File: config.mk
export PLATFORM = sky130hd
export DESIGN_NAME = pdm_clk_gen
export DESIGN_NICKNAME = d
export VERILOG_FILES = /design/src/rtl/pdm_pkg.sv /design/src/rtl/pdm_stb_delay.sv /design/src/rtl/pdm_clk_gen.sv
export SDC_FILE = /design/constraint.sdc
export NUM_CORES = 1
export LEC_CHECK = 0
export ABC_AREA = 1
export BUFFER_PORTS_ARGS = -buffer_cell sky130_fd_sc_hd__buf_4
export CORE_MARGIN = 8
export CORE_UTILIZATION = 56
export CTS_CLUSTER_DIAMETER = 80
export DETAILED_ROUTE_END_ITERATION = 6
export PLACE_DENSITY = 0.75
export SETUP_SLACK_MARGIN = 0.5
export SLEW_MARGIN = 5
export SYNTH_ARGS = -nofsm -noshare
export SYNTH_HDL_FRONTEND = slang
export SYNTH_SLANG_ARGS = --single-unit
File: constraint.sdc
create_clock -name clk -period 1.47 [get_ports clk]
set_input_delay 0.294 -clock clk [delete_from_list [all_inputs] [get_ports clk]]
set_output_delay 0.294 -clock clk [all_outputs]
set_load 0.02 [all_outputs]
File: src/rtl/pdm_pkg.sv
// +----------------------------------------------------------------------------
// | Module      : pdm_pkg
// | Description : Shared state encoding and reset divider for the PDM clock
// |               generator.
// | Revision    : 1.0 - initial release
// +----------------------------------------------------------------------------
`default_nettype none

package pdm_pkg;

    typedef enum logic [1:0] {
        IDLE = 2'd0,
        HIGH = 2'd1,
        LOW  = 2'd2
    } pdm_state_t;

    // 50 MHz / (2 * (24 + 1)) = 1 MHz microphone clock
    localparam int c_DIV_RESET = 24;

endpackage : pdm_pkg

`default_nettype wire

File: src/rtl/pdm_stb_delay.sv
// +----------------------------------------------------------------------------
// | Module      : pdm_stb_delay
// | Description : Resettable shift-register delay line for the edge strobes;
// |               DLY = 0 passes the strobes straight through.
// | Revision    : 1.0 - initial release
// +----------------------------------------------------------------------------
`default_nettype none

module pdm_stb_delay #(
    parameter int DLY = 2,
    parameter int W   = 2
) (
    input  logic         clk,
    input  logic         rst,
    input  logic [W-1:0] d,
    output logic [W-1:0] q
);

    generate
        if (DLY == 0) begin : g_bypass
            assign q = d;
        end else begin : g_shift
            logic [W-1:0] r_pipe [DLY];

            always_ff @(posedge clk or posedge rst) begin
                if (rst) begin
                    for (int k = 0; k < DLY; k++) r_pipe[k] <= '0;
                end else begin
                    r_pipe[0] <= d;
                    for (int k = 1; k < DLY; k++) r_pipe[k] <= r_pipe[k-1];
                end
            end

            assign q = r_pipe[DLY-1];
        end
    endgenerate

endmodule : pdm_stb_delay

`default_nettype wire

File: src/rtl/pdm_clk_gen.sv
// +----------------------------------------------------------------------------
// | Module      : pdm_clk_gen
// | Description : Divided PDM microphone clock with edge strobes and a
// |               period-safe divider reload. Define PDM_CLK_GEN_STB_DELAY_EN
// |               to delay rise_stb/fall_stb by STB_DLY cycles.
// | Revision    : 1.0 - initial release
// +----------------------------------------------------------------------------
`default_nettype none

module pdm_clk_gen
    import pdm_pkg::*;
#(
    parameter int CNT_W     = 8,
    parameter int DIV_RESET = c_DIV_RESET,
    parameter int STB_DLY   = 2
) (
    input  logic             clk,
    input  logic             rst,
    input  logic             en,
    input  logic [CNT_W-1:0] div_in,
    input  logic             div_valid,
    output logic             div_ready,
    output logic             clk_out,
    output logic             rise_stb,
    output logic             fall_stb,
    output logic             busy
);

    pdm_state_t       r_state;
    pdm_state_t       w_state_nxt;
    logic [CNT_W-1:0] r_cnt;
    logic [CNT_W-1:0] r_div_cur;
    logic [CNT_W-1:0] r_div_pend;
    logic             r_pend_vld;
    logic             r_clk_out;
    logic             r_rise_stb;
    logic             r_fall_stb;
    logic             w_phase_end;
    logic             w_low_to_high;
    logic             w_accept;

    assign w_phase_end   = (r_cnt == r_div_cur);
    assign w_low_to_high = (r_state == LOW) && (w_state_nxt == HIGH);
    assign w_accept      = div_valid && !r_pend_vld;

    always_comb begin
        w_state_nxt = r_state;
        case (r_state)
            IDLE:    if (en) w_state_nxt = HIGH;
            HIGH:    if (w_phase_end) w_state_nxt = LOW;
            LOW:     if (w_phase_end) w_state_nxt = en ? HIGH : IDLE;
            default: w_state_nxt = IDLE;
        endcase
    end

    always_ff @(posedge clk or posedge rst) begin
        if (rst) begin
            r_state <= IDLE;
        end else begin
            r_state <= w_state_nxt;
        end
    end

    // Counter restarts on every state entry, so it can never run past div_cur.
    always_ff @(posedge clk or posedge rst) begin
        if (rst) begin
            r_cnt <= '0;
        end else if ((w_state_nxt != r_state) || (r_state == IDLE)) begin
            r_cnt <= '0;
        end else begin
            r_cnt <= r_cnt + 1'b1;
        end
    end

    // Reloads only land at a period boundary (or while idle), never mid-period.
    always_ff @(posedge clk or posedge rst) begin
        if (rst) begin
            r_div_cur  <= CNT_W'(DIV_RESET);
            r_div_pend <= '0;
            r_pend_vld <= 1'b0;
        end else if (r_pend_vld) begin
            if ((r_state == IDLE) || w_low_to_high) begin
                r_div_cur  <= r_div_pend;
                r_pend_vld <= 1'b0;
            end
        end else if (w_accept) begin
            r_div_pend <= div_in;
            r_pend_vld <= 1'b1;
        end
    end

    always_ff @(posedge clk or posedge rst) begin
        if (rst) begin
            r_clk_out  <= 1'b0;
            r_rise_stb <= 1'b0;
            r_fall_stb <= 1'b0;
        end else begin
            r_clk_out  <= (w_state_nxt == HIGH);
            r_rise_stb <= (w_state_nxt == HIGH) && (r_state != HIGH);
            r_fall_stb <= (w_state_nxt == LOW) && (r_state != LOW);
        end
    end

    assign clk_out   = r_clk_out;
    assign busy      = (r_state != IDLE);
    assign div_ready = !r_pend_vld;

`ifdef PDM_CLK_GEN_STB_DELAY_EN
    pdm_stb_delay #(
        .DLY (STB_DLY),
        .W   (2)
    ) u_stb_delay (
        .clk (clk),
        .rst (rst),
        .d   ({r_rise_stb, r_fall_stb}),
        .q   ({rise_stb, fall_stb})
    );
`else
    assign rise_stb = r_rise_stb;
    assign fall_stb = r_fall_stb;
`endif

endmodule : pdm_clk_gen

`default_nettype wire

[Yosys cells after proc, flatten, opt, wreduce, memory -nomap -nowiden]
Cells that the tools add are included.
Operators by class
  bitwise logic cells: 1
  shifts and indexed selects: 0
  divide/modulo/power cells: 0
  magnitude comparators: 0
  add/subtract/negate cells: 1
  mux-type cells: 9
  reductions and logical operators: 11
  eq/ne operators: 8
  multiply operators: 0
Operators by type and width (number)
  $add 8x1->8 const B: 1
  $eq 8x8->1: 1
  $mux 8: 1
  $mux 2: 3
  $pmux 2 s3: 1
  $eq 2x1->1 const B: 2
  $eq 2x2->1 const B: 2
  $logic_and 1x1->1: 4
  $mux 1: 4
  $reduce_and 2->1: 2
  $logic_not 2->1: 1
  $logic_or 1x1->1: 2
  $ne 2x1->1 const B: 1
  $ne 2x2->1: 1
  $ne 2x2->1 const B: 1
  $reduce_bool 2->1: 1
  $logic_not 1->1: 1
  $not 1->1: 1
Storage, ports and cells
  output and inout bits: 5
  RAM bits: 0
  memories kept: 0
  register bits: 30
  word-level logic and storage cells: 38
  latch bits: 0
  input bits: 12
  ROM bits: 0

[Logic depth before layout (Yosys ltp)]
Gate-level depths: netlist (run 1).
  depth in word-level cells: 8
  mapped depth: 10
  depth with buffers taken out: 10

[Worst setup path before layout (run 1)]
OpenSTA, ideal clock, no wires.
  path type: reg-to-reg
  start point: register r_div_cur[3]
  end point: register r_div_cur[0]
  period minus slack after synthesis: 1.273 ns
  slack: 0.197 ns
  stages on the path, launching flop included: 9
  arrival: 1.156 ns
  data required time: 1.353 ns
  path buffers: 0
  path through: dfstp_2 xnor2_1 nand2_1 nor2_2 nand2_4 nand2_4 nand2_2 nand2_1 nand2_1
Between the ends
  cells in the longest elaborated chain, start to end: 7
  elaborated cells on any way between the ends: 8
  those cells by class: eq/ne (2); mux (3); reduce/logical (3)
Ends and longest elaborated chain
  start, declared: RTL line pdm_clk_gen.sv:32  | logic [CNT_W-1:0] r_div_cur;
  start signal, assigned: RTL line pdm_clk_gen.sv:78  | r_div_cur <= CNT_W'(DIV_RESET);
  start signal, assigned: RTL line pdm_clk_gen.sv:83  | r_div_cur <= r_div_pend;
  $eq 8x8->1 *: RTL line pdm_clk_gen.sv:42  | assign w_phase_end = (r_cnt == r_div_cur);
  $mux 2, on equally long branches: RTL line pdm_clk_gen.sv:51, pdm_clk_gen.sv:50
  $pmux 2 s3 *: RTL line pdm_clk_gen.sv:48  | case (r_state)
  $eq 2x1->1 *: RTL line pdm_clk_gen.sv:43  | assign w_low_to_high = (r_state == LOW) && (w_state_nxt == HIGH);
  $logic_and 1x1->1 *: RTL line pdm_clk_gen.sv:43
  $logic_or 1x1->1 *: RTL line pdm_clk_gen.sv:82  | if ((r_state == IDLE) || w_low_to_high) begin
  $reduce_and 2->1 (no line) *
Mark *: on every way between the ends. The rest lies on a longest branch, timed or not.
A chain may end at the register's enable or synchronous reset.

[Final worst setup path (run 1)]
  start point: register r_div_cur[3]
  end point: register r_div_cur[3]
The elaborated chain is that of the path after synthesis.

==> results.ini, run 1 <==
[status]
status=completed

[timing]
period_needed_ns=1.44
finalSetupViolCount=0
slew_headroom_pct=72.8
finalCritPeriodShare_pct=97.9
clock_skew_ns=0.00977
hold_viol=0
setup_tns_ns=0
fmax_mhz=695
tightest_slew_ns=0.406
rsz0062_at_grt=yes
final_max_slew_viol_count=0
setup_ws_ns=0.0312

[setup_path]
worstSetupEndpointType=flop
crit_path_start_kind=flop
crit_chain=xnor2_2 -> nand2_1 -> nor2_2 -> nand2_4 -> nand2_8 -> buf_6 -> nand3_2 -> nand2_2
critPathMaxStageDelay_ns=0.58
critPathMaxFanout=5
timing.rr.end=r_div_cur[3]
rr_startpoint=r_div_cur[3]
crit_cells=8
crit_required_ns=1.76
arrival_ns=1.73
critPathTopFamily=flip-flops
ff2ff_setup_slack_ns=0.03
reg2regPathDepth=8
critPathSlowestCell=dfstp_2
critPathBufInv=1
path_class=flop to flop
endpoint=r_div_cur[3]
crit_path_start=r_div_cur[3]

[layout]
stdcell_area_um2=1820
utilization_pct=76.4
antenna_cells=0
nFillCells=162
nets=187
drive_above_1_share_pct=41.7
area_delta_synth_final_pct=33.2

[clock_tree]
h-tree-depth=2
cts_tree=built
clk_pin_slew_ns=0.10
cts_sinks=30
cts_root_buf=clkbuf_4
postCtsHoldBufs=0
cts_buffers=5
clk_latency_ns=0.34
cts_max_path_buffers=2

[placed_design]
dp_slack_ns=0.0524
dpl-instance-area_um2=1540
gp_congestion=0.799
dp_hpwl_um=1850
port_buffers=16

[global_route]
gr-total-overflow=0
grt.total_usage_pct=14.2
grt_pass1_wl_um=4610
grt_max_degree=31
grt_pass1_vias=1085
antenna_found_initial=0

[logic_synthesis]
yosysSeqAreaShare_pct=55.0
synth.area.top_cells=dfrtp_1 (51%), nand2_1 (11%), mux2_2 (6.6%)
netlist.area_leader.share_pct=51.2
ys_warn_count=0
yosysTopAreaCell=dfrtp_1
synthDistinctLibCells=23
syn_area_um2=1370
syn_area_per_cell_um2=9.57
synth_fp_nets=156
synth_cells=143
ys_seq_elements=30

[route]
first_pass_iters=4
wl_per_cell_um=13.5
vias_per_cell=5.11
totalWireLength_um=2770
ant_nets=0
drc=0
drtIter0Drc=36
vias=1047

[pwr]
p_int_uw=2290
power.share.switching_pct=37.7
p_sw_uw=1390
comb_power_share_pct=43.2
p_clk_share_pct=17.9
power_frac_seq_pct=38.9
ir_worst_vdd_mv=1.67
finalPower_uw=3680
power_density_nw_per_um2=2020
leakagePower_uw=0.000892

[die]
core-area_um2=2390
start_util_pct=57.3
die_h_um=65.4
io_pins=17
die-area_um2=4280
die_x_um=65.4
rows=18

[worst_hold_path]
hold_class=input port to async pin

[job]
cap_violations=0

## flip-flops by register name, indices dropped and copies added (netlist names)
signal	count
clk_out	1
fall_stb	1
r_cnt	8
r_div_cur	8
r_div_pend	8
r_pend_vld	1
r_state	2
rise_stb	1
## tightest hold or removal path, stage by stage
cell and delay, ns:
buf_4 0.11, inv_1 0.04, buf_4 0.33
## cell usage after synthesis
cell type	instances
nand3_4	1
nand4_1	1
o21ai_2	1
nand2_2	1
a21oi_1	1
mux2_2	8
nand2_1	41
nor2_2	2
nor2_4	1
buf_8	1
nand2_4	2
dfstp_2	2
nor2_1	13
o21ai_1	2
o21ai_0	2
xnor2_1	6
inv_1	13
dfrtp_1	28
ha_1	1
nand3_1	10
xor2_1	2
nor3_1	1
inv_2	3
## power by group through the flow
stage | Combinational (µW) | Sequential [µW] | Clock (µW)
6_report | 1590 | 1430 | 658
5_1_grt | 1760 | 1470 | 714
4_1_cts | 1330 | 1400 | 676
3_5_place_dp | 1170 | 1410 | 0
3_3_place_gp | 1120 | 1390 | 0
2_1_floorplan | 901 | 1370 | 0
## cell families (layout without fill, tap and decap cells)
family                     count (synthesis)  after routing  synth area share (%)
buffers and inverters                     17             49                  5.48
xor gates and xnor gates                   8              8                  5.12
AOI/OAI and AO/OA                          6              6                  2.47
DFF                                       30             30                  55.0
adders and majority gates                  1              1                 0.914
muxes                                      8              8                  6.58
and+or+nand+nor                           73             73                  24.4
## worst min-delay path by stage
stage / cells past startpoint / slack, ns / start / end
2_1_floorplan: 1 / 0.38 / rst / clk_out
3_3_place_gp: 3 / 0.38 / rst / r_pend_vld
3_5_place_dp: 3 / 0.40 / rst / r_div_pend[0]
4_1_cts: 3 / 0.02 / rst / r_div_pend[3]
5_1_grt: 3 / 0.02 / rst / r_div_pend[3]
6_report: 3 / 0.02 / rst / r_div_pend[0]
## layout by cell type, fill, tap and decap left out, drive strengths merged, types with 2 or more instances in the layout
| cell | n |
|---|---|
| nand3 | 11 |
| dfrtp | 28 |
| inv | 16 |
| mux2 | 8 |
| clkinvlp | 2 |
| o21ai | 5 |
| xor2 | 2 |
| nor2 | 16 |
| clkbuf | 5 |
| nand2 | 44 |
| xnor2 | 6 |
| dfstp | 2 |
| buf | 25 |
## stage by stage
step           std cells  hold slack (ns)
2_1_floorplan        143            0.383
3_3_place_gp         191            0.385
3_5_place_dp         191            0.398
4_1_cts              205           0.0223
5_1_grt              205           0.0207
6_report             205           0.0225
## layer usage
| layer | vias to the layer above | wire length, µm | track usage [%] |
|---|---|---|---|
| met2 | 18 | 1450 | 24.4 |
| li1 | 508 | - | - |
| met5 | - | 0 | 0 |
| met4 | 0 | 49 | 8.17 |
| met3 | 7 | 109 | 6.29 |
| met1 | 514 | 1160 | 14.1 |
## final cells by class
type	count	area, µm²	area share, %
Clock buffer	5	37.5	2.06
Clock inverter	3	45.0	2.47
Inverter	16	60.1	3.29
Multi-Input combinational cell	96	672	36.9
Sequential cell	30	753	41.3
Tap cell	30	37.5	2.06
Timing Repair Buffer	25	218	11.9
## what timing repair did
action / 4_1_cts / 5_1_grt
gates cloned: 0 / 0
setup endpoints to repair: 35 / 35
resized for setup: 12 / 27
buffers inserted: 6 / 0
pin swaps: 8 / 11
Note: power is estimated with default switching activity, not from simulation.
==> run 2: changes to the inputs <==
--- a/config.mk
+++ b/config.mk
@@ -7,11 +7,10 @@
 export LEC_CHECK = 0
 export ABC_AREA = 1
 export BUFFER_PORTS_ARGS = -buffer_cell sky130_fd_sc_hd__buf_4
-export CORE_MARGIN = 8
-export CORE_UTILIZATION = 56
+export CORE_UTILIZATION = 55
 export CTS_CLUSTER_DIAMETER = 80
 export DETAILED_ROUTE_END_ITERATION = 6
-export PLACE_DENSITY = 0.75
+export PLACE_DENSITY = 0.74
 export SETUP_SLACK_MARGIN = 0.5
 export SLEW_MARGIN = 5
 export SYNTH_ARGS = -nofsm -noshare
==> run 2 against run 1 <==
The run now ends with setup timing left. Maximum frequency decreased by 4.0%. Sequential power about the same. Worst setup slack got worse by 0.059 ns. Design area decreased by 1.0%. Clock-buffer cell count unchanged. Largest power group unchanged. Highest routed layer unchanged.
==> results.ini, run 2 (synthesis results as in run 1) <==
[status]
status=finished, violations left
violations=setup timing

[route]
vias=1087  ; +3.8%
drc=0  ; unchanged
drtIter0Drc=26  ; -28%
ant_nets=0  ; unchanged
totalWireLength_um=2860  ; +3.3%
wl_per_cell_um=13.9  ; +2.7%
first_pass_iters=4  ; unchanged
vias_per_cell=5.28  ; +3.3%

[setup_path]
critPathSlowestCell=dfstp_2
crit_required_ns=1.74  ; -0.02 ns
crit_path_start_kind=flop
arrival_ns=1.77  ; +0.04 ns
worstSetupEndpointType=flop
cpMostUsedCell=nand2_1
path_class=flop to flop
crit_chain=nand2_1 -> nand2_1 -> nand2_2 -> nor2_2 -> nand2_4 -> nand2_8 -> buf_6 -> nand3_1 -> nand2_1
critPathMaxFanout=6  ; +1
critPathMaxStageDelay_ns=0.56  ; -0.02 ns

[global_route]
grt_pass1_vias=1064  ; -1.9%
grt_pass1_wl_um=4480  ; -2.8%
grt.total_usage_pct=23.9  ; +9.6 points
antenna_found_initial=0  ; unchanged
grt_max_degree=31  ; unchanged
gr-total-overflow=0  ; unchanged

[placed_design]
dpl-instance-area_um2=1530  ; -0.65%
port_buffers=16  ; unchanged
dp_hpwl_um=1600  ; -14%
post-place-cells=188  ; -1.6%
gp_congestion=0.794  ; -0.71%

[timing]
setup_ws_ns=-0.0281  ; -0.0593 ns
tightest_slew_ns=0.370  ; -0.0365 ns
fmax_mhz=668  ; -4.0%
finalSetupViolCount=9  ; +9
rsz0062_at_grt=yes
finalCritPeriodShare_pct=102  ; +4.0 points
slew_headroom_pct=75.3  ; +2.5 points
timing.hold.ws_ns=0.0281  ; +0.00570 ns
final_max_slew_viol_count=0  ; unchanged
hold_viol=0  ; unchanged
clock_skew_ns=0.00481  ; -0.00496 ns
period_needed_ns=1.50  ; +0.0593 ns

[die]
core-area_um2=2280  ; -4.7%
die_h_um=51.9  ; -21%
start_util_pct=60.1  ; +2.8 points
io_pins=17  ; unchanged
die-area_um2=2690  ; -37%
die_x_um=51.9  ; -21%
rows=17  ; -1

[clock_tree]
cts_sinks=30  ; unchanged
cts_buffers=5  ; unchanged
cts_tree=built
clk_latency_ns=0.32  ; -0.02 ns
cts_max_path_buffers=2  ; unchanged
clk_pin_slew_ns=0.10  ; about the same
h-tree-depth=2  ; unchanged
cts_root_buf=clkbuf_4

[layout]
regArea_um2=753  ; unchanged
utilization_pct=79.3  ; +2.9 points
antenna_cells=0  ; unchanged
stdcell_area_um2=1800  ; -1.0%
area_delta_synth_final_pct=31.8
multiInputGateArea_um2=638  ; -5.0%
nFillCells=131  ; -19%
final_common_cell=nand2_1
nets=190  ; +1.6%
top_regs=r_cnt x8, r_div_cur x8, r_div_pend x8
most-common-layout-cells=nand2_1 (34), dfrtp_1 (28), buf_4 (20), nor2_1 (12), inv_1 (11)
final_cells=206  ; +0.49%
drive_above_1_share_pct=39.9  ; -1.8 points

[pwr]
leakagePower_uw=0.000899  ; +0.81%
power_density_nw_per_um2=2020  ; about the same
finalPower_uw=3650  ; -1.0%
ir_worst_vdd_mv=1.73  ; +3.9%

[worst_hold_path]
hold_class=input port to async pin

[job]
cap_violations=0  ; unchanged

-- run 2: what timing repair did --
item / CTS / global route
endpoints found under the setup margin: 35 / 35
hold buffers: 0 / 0
pin swaps: 2 / 11
buffers inserted: 8 / 2
gates resized for setup: 17 / 13
-- run 2: final cells by class --
type | count | area share [%]
clock buffers | 5 | 2.08
clock inverters | 3 | 2.22
inverters | 16 | 3.33
multi-input cells | 96 | 35.4
flip-flops and latches | 30 | 41.7
well taps | 28 | 1.94
repair buffers | 28 | 13.3
-- run 2: per-stage QoR --
| step | setup TNS, ns | setup WS [ns] |
|---|---|---|
| after floorplan | 0 | 0.197 |
| after global placement | 0 | 0.0685 |
| after detailed placement | 0 | 0.0384 |
| after CTS | 0 | 0.0445 |
| after global routing | -1.21 | -0.0834 |
| final | -0.114 | -0.0281 |
-- run 2: per-layer routing --
metal,track usage (%),vias up,part of all wire (%)
met5,0,-,0
met4,14.4,0,4.0
met3,6.14,16,4.3
met2,40.0,48,50
met1,27.0,513,42
li1,-,510,-
-- run 2: power breakdown --
group | internal [µW] | switching, µW
clock | 352 | 285
combinational | 762 | 824
sequential | 1160 | 258
total | 2280 | 1370
-- run 2: worst paths after layout --
| path | slack, ns | startpoint | endpoint | cells after the start |
|---|---|---|---|---|
| min in group clk | 0.19 | div_in[7] | r_div_pend[7] | 2 |
| worst max-delay path | -0.03 | r_div_cur[4] | r_div_cur[6] | 9 |
| worst max register to register | -0.03 | r_div_cur[4] | r_div_cur[6] | 9 |
| max in group asynchronous | 1.12 | rst | r_div_cur[4] | 3 |
| worst min register to register | 0.50 | r_div_cur[3] | r_div_cur[3] | 2 |
| worst min-delay path | 0.03 | rst | r_pend_vld | 3 |
-- run 2: critical path: cells and delay by family (launching register included) --
| family | cells | cell delay [ns] |
|---|---|---|
| and+or+nand+nor | 8 | 0.74 |
| DFF | 1 | 0.56 |
| buffers and inverters | 1 | 0.13 |
==> run 3: changes to the inputs <==
--- a/config.mk
+++ b/config.mk
@@ -7,10 +7,12 @@
 export LEC_CHECK = 0
 export ABC_AREA = 1
 export BUFFER_PORTS_ARGS = -buffer_cell sky130_fd_sc_hd__buf_4
+export CAP_MARGIN = 20
 export CORE_UTILIZATION = 55
 export CTS_CLUSTER_DIAMETER = 80
 export DETAILED_ROUTE_END_ITERATION = 6
 export PLACE_DENSITY = 0.74
+export REMOVE_ABC_BUFFERS = 1
 export SETUP_SLACK_MARGIN = 0.5
 export SLEW_MARGIN = 5
 export SYNTH_ARGS = -nofsm -noshare
==> run 3 against run 2 <==
The run now ends clean. Non-clock buffer count increased by 1. Total power decreased by 3.2%. Routed wire length increased by 3.0%. Global-route usage increased by 0.97 points. Die area unchanged. First-iteration DRC count increased by 15%. Final cell count increased by 0.49%. Maximum frequency increased by 4.0%. Clock power decreased by 20%. Clock-buffer cell count increased by 2. Design area decreased by 0.28%. Largest power group unchanged.
==> results.ini, run 3 (synthesis results as in run 1) <==
[clock_tree]
cts_sinks=30  ; unchanged
clk_latency_ns=0.32  ; about the same
cts_tree=built
cts_root_buf=clkbuf_4
cts_max_path_buffers=2  ; unchanged
clk_pin_slew_ns=0.10  ; about the same
h-tree-depth=2  ; unchanged
cts_buffers=5  ; unchanged

[setup_path]
critPathMaxStageDelay_ns=0.57  ; about the same
arrival_ns=1.71  ; -0.06 ns
crit_chain=xnor2_2 -> nand2_1 -> nor2_2 -> nand2_4 -> nand2_8 -> buf_6 -> nand3_1 -> nand2_1
ff2ff_setup_slack_ns=0.03  ; +0.06 ns
critPathSlowestCell=dfstp_2
cpMostUsedCell=nand2_1
critPathMaxFanout=7  ; +1
critPathTopFamily=simple AND/OR/NAND/NOR gates
critPathBufInv=1  ; unchanged
crit_required_ns=1.74  ; about the same
reg2regPathDepth=8  ; -1
timing.rr.end=r_div_cur[6]
rr_startpoint=r_div_cur[3]
path_class=flop to flop
worstSetupEndpointType=flop
crit_path_start_kind=flop

[timing]
final_max_slew_viol_count=0  ; unchanged
finalSetupViolCount=0  ; -9
setup_tns_ns=0  ; +0.114 ns
fmax_mhz=694  ; +4.0%
setup_ws_ns=0.0290  ; +0.0571 ns
timing.hold.ws_ns=0.0398  ; +0.0116 ns
slew_headroom_pct=75.2  ; -0.15 points
finalCritPeriodShare_pct=98.0  ; -3.9 points
hold_viol=0  ; unchanged
period_needed_ns=1.44  ; -0.0571 ns
rsz0062_at_grt=yes
tightest_slew_ns=0.372  ; +0.00227 ns
clock_skew_ns=0.0101  ; +0.00534 ns

[die]
io_pins=17  ; unchanged
die-area_um2=2690  ; unchanged
start_util_pct=60.1  ; unchanged
rows=17  ; unchanged
die_h_um=51.9  ; unchanged
die_x_um=51.9  ; unchanged
core-area_um2=2280  ; unchanged

[job]
cap_violations=0  ; unchanged

[global_route]
grt.total_usage_pct=24.8  ; +0.97 points
gr-total-overflow=0  ; unchanged
antenna_found_initial=0  ; unchanged
grt_pass1_wl_um=4650  ; +3.8%
grt_max_degree=31  ; unchanged
grt_pass1_vias=1073  ; +0.85%

[placed_design]
dp_slack_ns=0.0183  ; -0.0200 ns
dp_hpwl_um=1820  ; +14%
port_buffers=16  ; unchanged
post-place-cells=188  ; unchanged
gp_congestion=0.769  ; -3.1%

[pwr]
leakagePower_uw=0.000899  ; about the same
power_density_nw_per_um2=1960  ; -3.0%
ir_worst_vdd_mv=1.40  ; -19%

[layout]
nFillCells=144  ; +9.9%
nets=191  ; +0.53%
area_delta_synth_final_pct=31.4
top_regs=r_cnt x8, r_div_cur x8, r_div_pend x8
final_common_cell=nand2_1
final_cells=207  ; +0.49%
antenna_cells=0  ; unchanged
most-common-layout-cells=nand2_1 (33), dfrtp_1 (27), buf_4 (23), nor2_1 (12), inv_1 (11)
drive_above_1_share_pct=41.3  ; +1.5 points
utilization_pct=79.1  ; -0.22 points

[route]
wl_per_cell_um=14.2  ; +2.5%
drtIter0Drc=30  ; +15%
ant_nets=0  ; unchanged
vias=1093  ; +0.55%
totalWireLength_um=2950  ; +3.0%
drc=0  ; unchanged
vias_per_cell=5.28  ; about the same
first_pass_iters=4  ; unchanged

[status]
status=completed

[worst_hold_path]
hold_class=input port to async pin

run 3: changes by cell type in the layout (fill, tap and decap cells not counted), sizes merged:
| cell | delta |
|---|---|
| clkinv | -1 |
| buf | +1 |
| bufinv | -1 |
| clkbuf | +2 |
run 3: report_power, final:
part           internal, µW  switching [µW]  leakage (µW)
sequential             1170             272      0.000369
clock                   232             277     0.0000353
combinational           763             819      0.000495
total                  2160            1370      0.000899
run 3: metal layers:
layer | track usage, % | wire [µm]
met1 | 28.7 | 1200
met4 | 9.91 | 38
met2 | 42.3 | 1600
met3 | 7.89 | 105
met5 | 0 | 0
run 3: repair_timing:
item,4_1_cts,5_1_grt
pin swaps,4,12
endpoints found under the setup margin,35,35
gates cloned,0,0
resized for setup,15,21
hold buffers,0,0
setup buffers,9,2
run 3: layout make-up:
type | count | area, µm² | area share [%]
clock buffers | 7 | 55.1 | 3.06
repair buffers | 29 | 240 | 13.4
flip-flops and latches | 30 | 754 | 41.9
clock inverters | 1 | 5.00 | 0.278
inverters | 16 | 60.1 | 3.34
multi-input cells | 96 | 649 | 36.1
well taps | 28 | 35.0 | 1.95
run 3: how the worst max path moves through the flow:
stage | startpoint | endpoint | slack (ns) | cells after the start
finish | r_div_cur[3] | r_div_cur[6] | 0.03 | 8
global route | r_div_cur[3] | r_div_cur[1] | -0.05 | 8
CTS | r_div_cur[3] | r_div_cur[0] | 0.05 | 8
detailed placement | r_div_cur[3] | r_div_cur[0] | 0.02 | 8
global placement | r_div_cur[3] | r_div_cur[6] | 0.04 | 8
floorplan | r_div_cur[3] | r_div_cur[0] | 0.13 | 8
run 3: metrics by stage:
step / cell area (µm²) / total power [µW]
2_1_floorplan: 1350 / 2240
3_3_place_gp: 1520 / 2500
3_5_place_dp: 1520 / 2580
4_1_cts: 1700 / 3280
5_1_grt: 1800 / 3760
6_report: 1800 / 3530
run 3: tightest hold or removal path: stages:
cell and delay [ns]:
buf_4 0.10, inv_1 0.04, buf_4 0.33
